File: config.mk
export PLATFORM = sky130hd
export DESIGN_NAME = multicycle_sequencer
export DESIGN_NICKNAME = d
export VERILOG_FILES = /design/src/rtl/multicycle_sequencer.sv
export SDC_FILE = /design/constraint.sdc
export NUM_CORES = 1
export LEC_CHECK = 0
export ABC_AREA = 1
export CORE_AREA = 2 2 49 74
export DETAILED_ROUTE_END_ITERATION = 16
export DIE_AREA = 0 0 51 76
export GPL_TIMING_DRIVEN = 1
export HOLD_SLACK_MARGIN = 0.03
export PLACE_DENSITY = 0.9
export SLEW_MARGIN = 15
export SYNTH_ARGS = -nofsm -noshare
export SYNTH_HDL_FRONTEND = slang
export SYNTH_SLANG_ARGS = --single-unit
File: constraint.sdc
create_clock -name clk -period 3.96 [get_ports clk]
set_input_delay 0.792 -clock clk [delete_from_list [all_inputs] [get_ports clk]]
set_output_delay 0.792 -clock clk [all_outputs]
set_load 0.05 [all_outputs]
File: src/rtl/multicycle_sequencer.sv
// Multi-cycle control sequencer for the 16-bit core.
// Walks each instruction through FETCH, DECODE, EXEC, MEM and WB over one
// shared memory port using a req/ack handshake, and drives the datapath
// strobes. Also counts retired instructions and flags memory timeouts.
//
// state    | meaning
// ---------+-----------------------------------------------------------
// S_IDLE   | stopped, waiting for start
// S_FETCH  | instruction read at PC, IR loads on ack
// S_DECODE | one cycle; HALT stops, NOP retires, others go to EXEC
// S_EXEC   | one ALU strobe; BEQ resolves and retires here
// S_MEM    | data access at ALU address (SW write / LW read)
// S_WB     | register write-back, PC advance, retire
// S_ERR    | memory timeout, only rst leaves
module multicycle_sequencer #(
  parameter int WAIT_MAX = 16,
  parameter int CNT_W    = 16
) (
  input  logic             clk,
  input  logic             rst,
  input  logic             start,
  input  logic [2:0]       opcode,
  input  logic             eq_out,
  input  logic             mem_ack,
  output logic             mem_req,
  output logic             mem_we,
  output logic             addr_sel,
  output logic             ir_we,
  output logic             pc_we,
  output logic             pc_sel,
  output logic             reg_we,
  output logic             wb_sel,
  output logic             alu_add,
  output logic             alu_nand,
  output logic             alu_pass1,
  output logic             alu_eq,
  output logic             busy,
  output logic             err,
  output logic [CNT_W-1:0] retired
);

  localparam int WAIT_W = (WAIT_MAX < 2) ? 1 : $clog2(WAIT_MAX);
  localparam logic [WAIT_W-1:0] WAIT_LAST = WAIT_W'(WAIT_MAX - 1);

  localparam logic [2:0] OP_ADD  = 3'b000;
  localparam logic [2:0] OP_NAND = 3'b001;
  localparam logic [2:0] OP_LUI  = 3'b010;
  localparam logic [2:0] OP_BEQ  = 3'b011;
  localparam logic [2:0] OP_SW   = 3'b100;
  localparam logic [2:0] OP_LW   = 3'b101;
  localparam logic [2:0] OP_NOP  = 3'b110;
  localparam logic [2:0] OP_HALT = 3'b111;

  typedef enum logic [2:0] {
    S_IDLE, S_FETCH, S_DECODE, S_EXEC, S_MEM, S_WB, S_ERR
  } state_t;

  state_t            state;
  logic [WAIT_W-1:0] wait_cnt;
  logic              retire;
  logic              timeout;

  // Retire and timeout conditions for the current cycle
  always_comb begin
    retire  = ((state == S_DECODE) && (opcode == OP_NOP)) ||
              ((state == S_EXEC) && (opcode == OP_BEQ)) ||
              ((state == S_MEM) && mem_ack && (opcode == OP_SW)) ||
              (state == S_WB);
    timeout = !mem_ack && (wait_cnt == WAIT_LAST);
  end

  // State sequencing, wait counter and retired-instruction counter
  always_ff @(posedge clk or posedge rst) begin
    if (rst) begin
      state    <= S_IDLE;
      wait_cnt <= '0;
      retired  <= '0;
    end else begin
      if (retire) retired <= retired + 1'b1;
      case (state)
        S_IDLE: begin
          if (start) begin
            state    <= S_FETCH;
            wait_cnt <= '0;
          end
        end
        S_FETCH: begin
          if (mem_ack)      state    <= S_DECODE;
          else if (timeout) state    <= S_ERR;
          else              wait_cnt <= wait_cnt + 1'b1;
        end
        S_DECODE: begin
          case (opcode)
            OP_HALT: state <= S_IDLE;
            OP_NOP: begin
              state    <= S_FETCH;
              wait_cnt <= '0;
            end
            default: state <= S_EXEC;
          endcase
        end
        S_EXEC: begin
          case (opcode)
            OP_ADD, OP_NAND, OP_LUI: state <= S_WB;
            OP_SW, OP_LW: begin
              state    <= S_MEM;
              wait_cnt <= '0;
            end
            default: begin
              state    <= S_FETCH;
              wait_cnt <= '0;
            end
          endcase
        end
        S_MEM: begin
          if (mem_ack) begin
            if (opcode == OP_SW) begin
              state    <= S_FETCH;
              wait_cnt <= '0;
            end else begin
              state <= S_WB;
            end
          end else if (timeout) begin
            state <= S_ERR;
          end else begin
            wait_cnt <= wait_cnt + 1'b1;
          end
        end
        S_WB: begin
          state    <= S_FETCH;
          wait_cnt <= '0;
        end
        default: state <= S_ERR;
      endcase
    end
  end

  // Output decode from the state register; ir_we, pc_we and pc_sel
  // follow mem_ack/eq_out directly so the datapath captures in the same cycle
  always_comb begin
    mem_req   = 1'b0;
    mem_we    = 1'b0;
    addr_sel  = 1'b0;
    ir_we     = 1'b0;
    pc_we     = 1'b0;
    pc_sel    = 1'b0;
    reg_we    = 1'b0;
    wb_sel    = 1'b0;
    alu_add   = 1'b0;
    alu_nand  = 1'b0;
    alu_pass1 = 1'b0;
    alu_eq    = 1'b0;
    busy      = 1'b0;
    err       = 1'b0;
    case (state)
      S_FETCH: begin
        busy    = 1'b1;
        mem_req = 1'b1;
        ir_we   = mem_ack;
      end
      S_DECODE: begin
        busy  = 1'b1;
        pc_we = (opcode == OP_NOP);
      end
      S_EXEC: begin
        busy = 1'b1;
        case (opcode)
          OP_ADD, OP_SW, OP_LW: alu_add   = 1'b1;
          OP_NAND:              alu_nand  = 1'b1;
          OP_LUI:               alu_pass1 = 1'b1;
          OP_BEQ: begin
            alu_eq = 1'b1;
            pc_we  = 1'b1;
            pc_sel = eq_out;
          end
          default: ;
        endcase
      end
      S_MEM: begin
        busy     = 1'b1;
        mem_req  = 1'b1;
        addr_sel = 1'b1;
        mem_we   = (opcode == OP_SW);
        pc_we    = mem_ack && (opcode == OP_SW);
      end
      S_WB: begin
        busy   = 1'b1;
        reg_we = 1'b1;
        pc_we  = 1'b1;
        wb_sel = (opcode == OP_LW);
      end
      S_ERR: err = 1'b1;
      default: ;
    endcase
  end

endmodule

==> results.toml <==
[run_status]
run_status = "finished clean"

[layout]
layout_commonest_cell = "nand2_1"
fin_nets = 302
num_antenna_cells = 0
final_cell_mix = "nand2_1 (76), clkdlybuf4s50_1 (36), nand3_1 (35)"
drive_gt1_share_pct = 8.25
nFillCells = 302
synthToLayoutAreaGrowth_pct = 24.6
seq_area_um2 = 576
multi_input_area_um2 = 967

[route]
first_pass_iters = 4
finalWirelength_mm = 3.94
wire_per_inst_um = 11.8
drc = 0
ant_nets = 0
via_per_inst = 5.24
drt_iter0_drc = 35
via_count = 1744

[timing]
min_period_ns = 3.56
grt_setup_unrepaired = "false"
worst_slew_pin_slew_ns = 0.852
worst_clock_skew_ns = 0.00254
fin_crit_sh_pct = 89.8
finalHoldViolCount = 0
setup_tns_ns = 0
slew_violations = 0
setup_viol = 0
layout_setup_ws_ns = 0.405
max_freq_mhz = 281
maxSlewHeadroom_pct = 43.2

[setup_path]
crit_path_start = "opcode[1]"
timing.rr.end = "retired[10]"
r2r_setup_slack_ns = 1.99
cp-start-kind = "primary input"
r2r_start = "state[0]"
cp_max_fo = 22
crit_arrival_ns = 2.76
cp_data_required_time_ns = 3.17
crit_path_end_kind = "primary output"
critPathCapture = "pc_we"
path_class = "primary input to primary output"
reg2reg_depth = 7

[yosys]
synth_cell_types = 28
ys_seq_area_share_pct = 33.6
synthTopCellsByArea = "dfrtp_1 (34%), nand2_1 (17%), nand3_1 (10%)"
syn_area_per_cell_um2 = 6.74
synth-main-ff-cell = "dfrtp_1"
syn_area_um2 = 1710
synthArstFlopShare_pct = 100
syn_nets = 264
post-synth-top-area-fraction_pct = 33.6
ys_seq_elements = 23
synth-edff-count = 0
yosys_warnings = 0
yosysTopAreaCell = "dfrtp_1"
syn_inst = 254

[global_routing]
grt_start_max_net_pins = 24
grt_use_total_pct = 22.4
grt_pass1_wl_mm = 6.87
grt_overflow = 0
grt_pass1_vias = 1629
antenna_found_initial = 0

[power]
combPwrFrac_pct = 60.5
leakage_nw = 1.00
powerDensity_nw_per_um2 = 615
switching_share_pct = 54.3
power.switching_uw = 712
power.share.sequential_pct = 28.0
p_int_uw = 599
finalPower_mw = 1.31
ir_drop_mv = 0.542
clkPwrFrac_pct = 11.5

[worst_hold_path]
hp-class = "flop to flop"

[cts]
cts_resized = 0
clock_path_buffers = 2
clk_pin_slew_ns = 0.08
h-tree-depth = 1
cts_hold_buffers = 0
cts.sinks = 23
post-cts-setup-buffer-count = 0
cts_tree = "built"
cts-root-buf = "clkbuf_8"
cts_made_buffers = 3
insertion_delay_ns = 0.27

[floorplanning]
fp.dieW_um = 51
dieHeight_um = 76
die_area_um2 = 3880
start_util_pct = 52.1
core.rowCount = 26
boundaryPins = 38
core_um2 = 3290

[job]
cap_violations = 0

[place]
hpwl_mm = 3.09
dp_slack_ns = 0.428
place.gp.congestion = 0.905
port-buffer-count = 37
[metrics by stage]
stage,instance area (um^2),util [%],instances,hold WS (ns)
after floorplan,1710,-,254,0.506
after global placement,2090,63.5,329,0.543
after detailed placement,2090,63.5,329,0.550
after CTS,2130,64.9,333,0.568
after global routing,2130,64.9,333,0.597
final,2130,64.9,333,0.565
[flip-flops by register name, indices dropped and copies added, names as in the netlist]
name,cells
retired,16
state,3
wait_cnt,4
[worst min-delay path by stage]
stage,from,end,cells past startpoint
final,retired[15],retired[15],2
after global routing,retired[15],retired[15],2
after CTS,retired[15],retired[15],2
after detailed placement,retired[15],retired[15],2
after global placement,retired[15],retired[15],2
after floorplan,wait_cnt[3],wait_cnt[3],2
[cells in the mapped netlist, types with 2 or more instances]
master	instances
nand3_1	35
nor2_1	25
inv_1	30
nor2_2	5
nand2_1	76
ha_1	2
buf_6	2
o21ai_0	4
dfrtp_1	23
nand3b_1	3
nor3_1	11
buf_4	2
nand2_2	5
a21oi_1	2
xor2_1	9
nand4_1	4
o21ai_2	5
[per-layer routing]
metal	GRT usage (%)	vias to the layer above	wire length [um]	share of wire [%]
li1	-	892	-	-
met1	25.1	799	1580	40
met2	40.6	43	2110	54
met3	1.96	10	149	3.8
met4	11.1	0	102	2.6
met5	0	-	0	0
[layout make-up]
cell class / instances / share of cell area [%]
clock inverters: 1 / 0.235
multi-input cells: 195 / 45.3
flip-flops and latches: 23 / 27.0
clock buffers: 3 / 1.94
inverters: 31 / 5.45
repair buffers: 38 / 17.6
well taps: 42 / 2.46
[cells by family after synthesis]
| group | synth area share (%) |
|---|---|
| AO/OA/AOI/OAI | 6.43 |
| XOR/XNOR | 5.12 |
| adder cells (fa/ha/maj) | 1.46 |
| buffers and inverters | 9.87 |
| flip-flops | 33.6 |
| AND/OR/NAND/NOR | 43.5 |
[power groups by stage]
stage | sequential [mW] | combinational [mW] | clock [mW]
4_1_cts | 0.366 | 0.795 | 0.151
5_1_grt | 0.376 | 0.869 | 0.161
3_3_place_gp | 0.368 | 0.777 | 0
6_report | 0.367 | 0.794 | 0.150
3_5_place_dp | 0.370 | 0.793 | 0
2_1_floorplan | 0.443 | 0.523 | 0
[critical path, cell delays in order]
cell             delay [ns]
clkdlybuf4s50_1        0.59
inv_1                  0.10
nand2_2                0.09
nor2_1                 0.06
nand2_1                0.08
nor2_1                 0.05
nor2_2                 0.42
nand2_4                0.30
buf_4                  0.28
(Power assumes the default switching activity.)
